===== src/rtl/mips_mc_pkg.sv =====
// Shared definitions for the multi-cycle MIPS core: FSM states, opcode/funct
// codes and the ALU operation encoding.
package mips_mc_pkg;

    typedef enum logic [2:0] {
        ST_FETCH,
        ST_DECODE,
        ST_EXEC,
        ST_MEM,
        ST_WB,
        ST_HALTED
    } state_t;

    typedef enum logic [2:0] {
        ALU_ADD,
        ALU_SUB,
        ALU_AND,
        ALU_OR,
        ALU_SLT
    } alu_op_t;

    localparam logic [5:0] OP_RTYPE = 6'b000000;
    localparam logic [5:0] OP_LW    = 6'b100011;
    localparam logic [5:0] OP_SW    = 6'b101011;
    localparam logic [5:0] OP_BEQ   = 6'b000100;
    localparam logic [5:0] OP_J     = 6'b000010;
    localparam logic [5:0] OP_ADDI  = 6'b001000;
    localparam logic [5:0] OP_HALT  = 6'b111111;

    localparam logic [5:0] FN_ADD = 6'b100000;
    localparam logic [5:0] FN_SUB = 6'b100010;
    localparam logic [5:0] FN_AND = 6'b100100;
    localparam logic [5:0] FN_OR  = 6'b100101;
    localparam logic [5:0] FN_SLT = 6'b101010;

    function automatic logic funct_legal(input logic [5:0] funct);
        return (funct == FN_ADD) || (funct == FN_SUB) || (funct == FN_AND) ||
               (funct == FN_OR)  || (funct == FN_SLT);
    endfunction

    function automatic alu_op_t funct_to_alu(input logic [5:0] funct);
        alu_op_t op;
        case (funct)
            FN_SUB:  op = ALU_SUB;
            FN_AND:  op = ALU_AND;
            FN_OR:   op = ALU_OR;
            FN_SLT:  op = ALU_SLT;
            default: op = ALU_ADD;
        endcase
        return op;
    endfunction

endpackage


===== src/rtl/mips_mc_regfile.sv =====
// NREGS x DATA_W register file: two combinational read ports, one synchronous
// write port, synchronous active-low clear, register 0 hardwired to zero.
module mips_mc_regfile
    import mips_mc_pkg::*;
#(
    parameter int DATA_W = 32,
    parameter int NREGS  = 32,
    localparam int RIDX_W = $clog2(NREGS)
) (
    input  logic              clk,
    input  logic              reset,
    input  logic              we,
    input  logic [RIDX_W-1:0] waddr,
    input  logic [DATA_W-1:0] wdata,
    input  logic [RIDX_W-1:0] raddr1,
    input  logic [RIDX_W-1:0] raddr2,
    output logic [DATA_W-1:0] rdata1,
    output logic [DATA_W-1:0] rdata2
);

    logic [DATA_W-1:0] regs [NREGS];

    generate
        for (genvar gi = 0; gi < NREGS; gi++) begin : g_reg
            if (gi == 0) begin : g_zero
                assign regs[gi] = '0;
            end else begin : g_live
                logic [DATA_W-1:0] q_reg;
                always_ff @(posedge clk) begin
                    if (!reset) begin
                        q_reg <= '0;
                    end else if (we && (waddr == RIDX_W'(gi))) begin
                        q_reg <= wdata;
                    end
                end
                assign regs[gi] = q_reg;
            end
        end
    endgenerate

    assign rdata1 = regs[raddr1];
    assign rdata2 = regs[raddr2];

endmodule


===== src/rtl/mips_multicycle_core.sv =====
// Multi-cycle MIPS32 subset core with one shared req/ready memory port.
// Define MIPS_MC_PERF_EN to add the cycle_cnt / retired_cnt counters.
module mips_multicycle_core
    import mips_mc_pkg::*;
#(
    parameter int          DATA_W   = 32,
    parameter int          ADDR_W   = 32,
    parameter int          NREGS    = 32,
    parameter int unsigned RESET_PC = 0
) (
    input  logic              clk,
    input  logic              reset,
    output logic              mem_req,
    output logic              mem_we,
    output logic [ADDR_W-1:0] mem_addr,
    output logic [DATA_W-1:0] mem_wdata,
    input  logic [DATA_W-1:0] mem_rdata,
    input  logic              mem_ready,
    output logic              halted,
`ifdef MIPS_MC_PERF_EN
    output logic [ADDR_W-1:0] pc_dbg,
    output logic [31:0]       cycle_cnt,
    output logic [31:0]       retired_cnt
`else
    output logic [ADDR_W-1:0] pc_dbg
`endif
);

    localparam int RIDX_W = $clog2(NREGS);
    localparam int EXT_W  = (ADDR_W > 32) ? ADDR_W : 32;

    state_t            state_reg, state_next;
    logic [ADDR_W-1:0] pc_reg, pc_next;
    logic [31:0]       ir_reg, ir_next;
    logic [DATA_W-1:0] a_reg, a_next;
    logic [DATA_W-1:0] b_reg, b_next;
    logic [DATA_W-1:0] alu_out_reg, alu_out_next;
    logic [DATA_W-1:0] mdr_reg, mdr_next;

    // Instruction fields and decode
    logic [5:0]        opcode, funct;
    logic [RIDX_W-1:0] rs_idx, rt_idx, rd_idx;
    logic              is_rtype, is_addi, is_lw, is_sw, is_beq, is_j, is_halt;
    logic [DATA_W-1:0] imm_data;
    logic [EXT_W-1:0]  imm_addr;
    logic [ADDR_W-1:0] branch_target, jump_target;

    assign opcode   = ir_reg[31:26];
    assign funct    = ir_reg[5:0];
    assign rs_idx   = ir_reg[21 +: RIDX_W];
    assign rt_idx   = ir_reg[16 +: RIDX_W];
    assign rd_idx   = ir_reg[11 +: RIDX_W];
    assign is_rtype = (opcode == OP_RTYPE) && funct_legal(funct);
    assign is_addi  = (opcode == OP_ADDI);
    assign is_lw    = (opcode == OP_LW);
    assign is_sw    = (opcode == OP_SW);
    assign is_beq   = (opcode == OP_BEQ);
    assign is_j     = (opcode == OP_J);
    assign is_halt  = (opcode == OP_HALT);

    assign imm_data      = {{(DATA_W-16){ir_reg[15]}}, ir_reg[15:0]};
    assign imm_addr      = {{(EXT_W-16){ir_reg[15]}}, ir_reg[15:0]};
    assign branch_target = pc_reg + imm_addr[ADDR_W-1:0];

    always_comb begin
        jump_target       = pc_reg;
        jump_target[25:0] = ir_reg[25:0];
    end

    // Shamt bits, index bits above RIDX_W and wide immediate bits are don't-cares
    logic sig_unused;
    assign sig_unused = ^{ir_reg, imm_addr};

    // Register file
    logic [DATA_W-1:0] rf_rdata1, rf_rdata2;
    logic              rf_we;
    logic [RIDX_W-1:0] rf_waddr;
    logic [DATA_W-1:0] rf_wdata;

    assign rf_we    = (state_reg == ST_WB);
    assign rf_waddr = is_rtype ? rd_idx : rt_idx;
    assign rf_wdata = is_lw ? mdr_reg : alu_out_reg;

    mips_mc_regfile #(
        .DATA_W (DATA_W),
        .NREGS  (NREGS)
    ) u_regfile (
        .clk    (clk),
        .reset  (reset),
        .we     (rf_we),
        .waddr  (rf_waddr),
        .wdata  (rf_wdata),
        .raddr1 (rs_idx),
        .raddr2 (rt_idx),
        .rdata1 (rf_rdata1),
        .rdata2 (rf_rdata2)
    );

    // ALU
    alu_op_t           alu_op;
    logic [DATA_W-1:0] alu_b, alu_result;

    assign alu_op = is_rtype ? funct_to_alu(funct) : ALU_ADD;
    assign alu_b  = is_rtype ? b_reg : imm_data;

    always_comb begin
        alu_result = '0;
        case (alu_op)
            ALU_ADD: alu_result = a_reg + alu_b;
            ALU_SUB: alu_result = a_reg - alu_b;
            ALU_AND: alu_result = a_reg & alu_b;
            ALU_OR:  alu_result = a_reg | alu_b;
            ALU_SLT: alu_result = {{(DATA_W-1){1'b0}}, ($signed(a_reg) < $signed(alu_b))};
            default: alu_result = '0;
        endcase
    end

    // Next-state logic. j and illegal words pass through an idle EXEC so both
    // take three states; j still updates PC in DECODE.
    always_comb begin
        state_next   = state_reg;
        pc_next      = pc_reg;
        ir_next      = ir_reg;
        a_next       = a_reg;
        b_next       = b_reg;
        alu_out_next = alu_out_reg;
        mdr_next     = mdr_reg;
        case (state_reg)
            ST_FETCH: begin
                if (mem_ready) begin
                    ir_next    = mem_rdata[31:0];
                    pc_next    = pc_reg + ADDR_W'(1);
                    state_next = ST_DECODE;
                end
            end
            ST_DECODE: begin
                a_next = rf_rdata1;
                b_next = rf_rdata2;
                if (is_halt) begin
                    state_next = ST_HALTED;
                end else begin
                    state_next = ST_EXEC;
                    if (is_j) begin
                        pc_next = jump_target;
                    end
                end
            end
            ST_EXEC: begin
                if (is_rtype || is_addi) begin
                    alu_out_next = alu_result;
                    state_next   = ST_WB;
                end else if (is_lw || is_sw) begin
                    alu_out_next = alu_result;
                    state_next   = ST_MEM;
                end else begin
                    if (is_beq && (a_reg == b_reg)) begin
                        pc_next = branch_target;
                    end
                    state_next = ST_FETCH;
                end
            end
            ST_MEM: begin
                if (mem_ready) begin
                    if (is_lw) begin
                        mdr_next   = mem_rdata;
                        state_next = ST_WB;
                    end else begin
                        state_next = ST_FETCH;
                    end
                end
            end
            ST_WB:     state_next = ST_FETCH;
            ST_HALTED: state_next = ST_HALTED;
            default:   state_next = ST_FETCH;
        endcase
    end

    always_ff @(posedge clk) begin
        if (!reset) begin
            state_reg   <= ST_FETCH;
            pc_reg      <= ADDR_W'(RESET_PC);
            ir_reg      <= '0;
            a_reg       <= '0;
            b_reg       <= '0;
            alu_out_reg <= '0;
            mdr_reg     <= '0;
        end else begin
            state_reg   <= state_next;
            pc_reg      <= pc_next;
            ir_reg      <= ir_next;
            a_reg       <= a_next;
            b_reg       <= b_next;
            alu_out_reg <= alu_out_next;
            mdr_reg     <= mdr_next;
        end
    end

    // Memory port is decoded from state; gating with reset forces it idle
    // during reset, and the FETCH request appears as soon as reset releases.
    logic in_fetch, in_mem;
    assign in_fetch = (state_reg == ST_FETCH);
    assign in_mem   = (state_reg == ST_MEM);

    always_comb begin
        mem_req   = 1'b0;
        mem_we    = 1'b0;
        mem_addr  = '0;
        mem_wdata = '0;
        if (reset) begin
            if (in_fetch) begin
                mem_req  = 1'b1;
                mem_addr = pc_reg;
            end else if (in_mem) begin
                mem_req   = 1'b1;
                mem_we    = is_sw;
                mem_addr  = ADDR_W'(alu_out_reg);
                mem_wdata = b_reg;
            end
        end
    end

    assign halted = reset && (state_reg == ST_HALTED);
    assign pc_dbg = pc_reg;

`ifdef MIPS_MC_PERF_EN
    logic [31:0] cycle_cnt_reg, retired_cnt_reg;
    logic        retire;

    assign retire = (state_next == ST_FETCH) &&
                    (state_reg inside {ST_DECODE, ST_EXEC, ST_MEM, ST_WB});

    always_ff @(posedge clk) begin
        if (!reset) begin
            cycle_cnt_reg   <= '0;
            retired_cnt_reg <= '0;
        end else begin
            if (state_reg != ST_HALTED) begin
                cycle_cnt_reg <= cycle_cnt_reg + 32'd1;
            end
            if (retire) begin
                retired_cnt_reg <= retired_cnt_reg + 32'd1;
            end
        end
    end

    assign cycle_cnt   = cycle_cnt_reg;
    assign retired_cnt = retired_cnt_reg;
`endif

endmodule


===== config.mk =====
export PLATFORM = sky130hd
export DESIGN_NAME = mips_multicycle_core
export DESIGN_NICKNAME = d
export VERILOG_FILES = /design/src/rtl/mips_mc_pkg.sv /design/src/rtl/mips_mc_regfile.sv /design/src/rtl/mips_multicycle_core.sv
export SDC_FILE = /design/constraint.sdc
export NUM_CORES = 2
export LEC_CHECK = 0
export CAP_MARGIN = 15
export CORE_UTILIZATION = 59
export CTS_BUF_LIST = sky130_fd_sc_hd__clkbuf_16
export CTS_CLUSTER_SIZE = 25
export DETAILED_ROUTE_END_ITERATION = 8
export PLACE_DENSITY_LB_ADDON = 0.05
export SYNTH_ARGS = -nofsm -noshare
export SYNTH_HDL_FRONTEND = slang
export SYNTH_SLANG_ARGS = --single-unit

===== constraint.sdc =====
create_clock -name clk -period 5.6 [get_ports clk]
set_input_delay 0.56 -clock clk [delete_from_list [all_inputs] [get_ports clk]]
set_output_delay 0.56 -clock clk [all_outputs]
set_load 0.005 [all_outputs]

==> out/qor.csv <==
stage;metric;value;unit
run_status;status;finished clean;
critical_path;crit path kind;flip-flop to flip-flop;
min_path;Hold Path Origin;reset;
route;Metal-1 WL;92.3;mm
sta;Pins Over Slew Limit;0;
sta;unrepaired setup endpoints after global routing;no;
power;Int Power;13.9;mW
critical_path;CP Data Arrival Time;5.93;ns
yosys;Distinct cells, synth;94;
yosys;Post-Syn Instances;6469;
route;via/cell ratio;6.93;
route;DR pass1 iterations;8;
grt;grt total ovfl;0;
clock_tree;Num CTS Buffers;133;
clock_tree;Max Buffers Root-to-Sink;3;
power;Leak;37.9;nW
yosys;Post-Syn Nets;6649;
floorplanning;Die W;339;µm
sta;Fin. Hold Viols;0;
power;Net Sw Power;4.80;mW
sta;Final Cycle Share;95.1;%
clock_tree;Sink Count;1187;
placement;Post-DP HPWL;138;mm
floorplanning;Die Ht;339;µm
route;routed wl met3;20.4;mm
min_path;hold path depth;2;
grt;Overall Global Routing Usage;38.4;%
critical_path;WP data required;6.20;ns
critical_path;CP max stage delay;0.56;ns
min_path;Hold Path End;pc_dbg[27]$_SDFFE_PN0P_;
sta;fmax;188;MHz
clock_tree;Root Driver;clkbuf_16;
clock_tree;Post-CTS Setup Bufs;0;
cells_and_area;Nets;6405;
route;Via Count;54200;
power;combinational share of power;8.0;%
grt;initial antenna violation count;4;
clock_tree;CTS tree;done;
grt;largest net degree at the start of global routing;230;
flow_run;max-cap check violation count;0;
route;DR top layer;met5;
yosys;Cell Area, Synth;66800;µm²
sta;Slew headroom;21.6;%
floorplanning;Die Area;115000;µm²
yosys;Synth Warn #;0;
cells_and_area;most frequent cells in the layout;nand2_1, dfxtp_1, o211a_1, mux4_2, a21oi_1;
min_path;Hold Crit Class;input port to flip-flop;
power;Clk pwr share;45.9;%
sta;worst slew pin tran;1.17;ns
clock_tree;Clock transition at path regs;0.07;ns
cells_and_area;utilization after layout;65.8;%
placement;port bufs;133;
cells_and_area;area delta synth->final;10.6;%
critical_path;Slowest-stage cell, CP;or4_4;
route;WL final;224;mm
critical_path;reg2reg setup slack;0.27;ns
grt;vias in the first global route;51600;
critical_path;crit-path cells;mux2_1, nor4b_2, and2_2, buf_4, a21o_1, inv_1, ha_1, or4_4, or4_1, o221ai_2, a221oi_4, o31a_2, o21bai_1, mux2i_1, o41ai_2;
yosys;sequential fraction of the synthesis area;35.6;%
power;net switching share of the total power;25.7;%
critical_path;worst reg2reg path startpoint;ir_reg[2]$_SDFFE_PN0P_;
yosys;mean post-synth cell area;10.3;µm²
power;sequential share of power;46.2;%
yosys;Yosys reg bits;1187;
floorplanning;core area;112000;µm²
placement;RD Place Congestion;0.964;
cells_and_area;share of cells above drive strength 1;18.1;%
power;power density cells;253;nW/µm²
floorplanning;Ports;134;
yosys;EDFF count, synth;0;
yosys;dominant synthesized flop cell;dfxtp_1;
clock_tree;H-tree depth;4;
route;routed wl met2;101;mm
cells_and_area;Largest register FFs;992;
route;# DRC;0;
cells_and_area;fill count;8898;
grt;first-pass GRT wire length;333;mm
sta;Final Skew;0.0351;ns
route;drt initial violations;6403;
cells_and_area;most common cell after layout, fill and taps aside;nand2_1;
sta;final setup TNS;0;ns
sta;final count of negative-setup-slack endpoints;0;
yosys;asr flop ratio synth;0;%
critical_path;worst reg-to-reg path cell count;15;
critical_path;r2r endpoint;alu_out_reg[0]$_SDFFE_PN0P_;
route;Routed Antenna Nets;0;
critical_path;CP startpoint kind;flip-flop;
route;Routed wire per std cell;28.6;µm
critical_path;CP Max Fanout;25;
critical_path;crit end category;flip-flop;
power;VDD IR-drop max;0.000299;V
floorplanning;initial core utilization;59.5;%
sta;fin crit period;5.33;ns
clock_tree;worst-skew pair later-pin latency;0.76;ns
floorplanning;Row Count;123;
cells_and_area;ANT cells;0;
-- per-layer routing --
| metal | global-route usage, % | up-vias |
|---|---|---|
| li1 | - | 23600 |
| met1 | 53.6 | 27500 |
| met2 | 59.1 | 2657 |
| met3 | 6.22 | 510 |
| met4 | 16.8 | 2 |
| met5 | 0 | - |
-- power groups by stage --
| stage | combinational, mW | clock (mW) | sequential (mW) |
|---|---|---|---|
| CTS | 1.47 | 8.63 | 8.62 |
| finish | 1.49 | 8.56 | 8.62 |
| global route | 1.57 | 8.98 | 8.62 |
| global placement | 1.47 | 0 | 8.80 |
| floorplan | 1.04 | 0 | 8.69 |
| detailed placement | 1.47 | 0 | 8.80 |
-- Yosys cell counts (16+ instances only) --
library cell  number  area share (%)
nor2b_1           27            0.25
a22o_1            65            0.85
nor3_1            26            0.19
buf_2            159             1.2
dfxtp_1         1187              36
nor2_1           126            0.71
mux4_2           576              19
nand2b_1          29            0.27
o21ai_0          158             1.2
a21oi_1          179             1.3
mux2_2            74             1.2
a211oi_1          19            0.21
nand3_1           17            0.13
o211a_1         1000              15
xnor2_1           27            0.35
buf_1             66            0.37
nand2_1         1331             7.5
a31oi_1           16            0.15
mux2i_1          106             1.6
clkbuf_1         463             2.6
and2_1           113             1.1
xor2_1            37            0.48
inv_1            109            0.61
ha_1             142             2.7
nor2_2            23            0.22
a21boi_0          72            0.81
a21o_1            60            0.67
-- logic make-up after synthesis --
group,count (synthesis),synth area share (%)
AO/OA/AOI/OAI,1718,22.2
XOR/XNOR,64,0.839
adder cells (fa/ha/maj),145,2.75
buffers and inverters,812,5.02
flip-flops,1187,35.6
multiplexers,757,22.3
AND/OR/NAND/NOR,1786,11.3
-- worst max-delay path: cells and delay by family (launching register included) --
family / cells / cell delay (ns)
adders and majority gates: 1 / 0.29
and+or+nand+nor: 4 / 2.05
muxes: 2 / 0.69
DFF: 1 / 0.34
buffers and inverters: 2 / 0.49
AOI/OAI and AO/OA: 6 / 1.31
-- metrics by stage --
step,hold WS (ns),worst slack (ns),total power [mW],instance area (µm²),std cells
after global placement,0.463,0.397,10.3,69600,7588
after floorplan,0.443,0.801,9.73,66800,6469
after CTS,0.261,0.282,18.7,73800,7818
final,0.284,0.273,18.7,73900,7820
after global routing,0.315,0.101,19.2,73900,7820
after detailed placement,0.472,0.320,10.3,69600,7588
-- area by class of cell --
type                    instances  area [µm²]  share of cell area [%]
multi-input cells            4470       40100                    54.3
flip-flops and latches       1187       23800                    32.2
repair buffers                323        3480                    4.70
clock buffers                 138        3450                    4.67
well taps                    1500        1880                    2.54
clock inverters                92         751                    1.02
inverters                     110         413                   0.559
-- worst max-delay path by stage --
stage	to	cells past startpoint	startpoint	slack [ns]
final	alu_out_reg[0]$_SDFFE_PN0P_	15	ir_reg[2]$_SDFFE_PN0P_	0.27
after global routing	alu_out_reg[30]$_SDFFE_PN0P_	18	ir_reg[2]$_SDFFE_PN0P_	0.10
after CTS	alu_out_reg[30]$_SDFFE_PN0P_	17	ir_reg[2]$_SDFFE_PN0P_	0.28
after detailed placement	alu_out_reg[30]$_SDFFE_PN0P_	18	ir_reg[2]$_SDFFE_PN0P_	0.32
after global placement	alu_out_reg[30]$_SDFFE_PN0P_	17	ir_reg[2]$_SDFFE_PN0P_	0.40
after floorplan	alu_out_reg[0]$_SDFFE_PN0P_	20	ir_reg[2]$_SDFFE_PN0P_	0.80
-- what timing repair did --
action	CTS	global route
resized for setup	0	1
endpoints found under the setup margin	0	1
hold buffers	0	0
No activity file was read; power rests on OpenSTA's default activity.
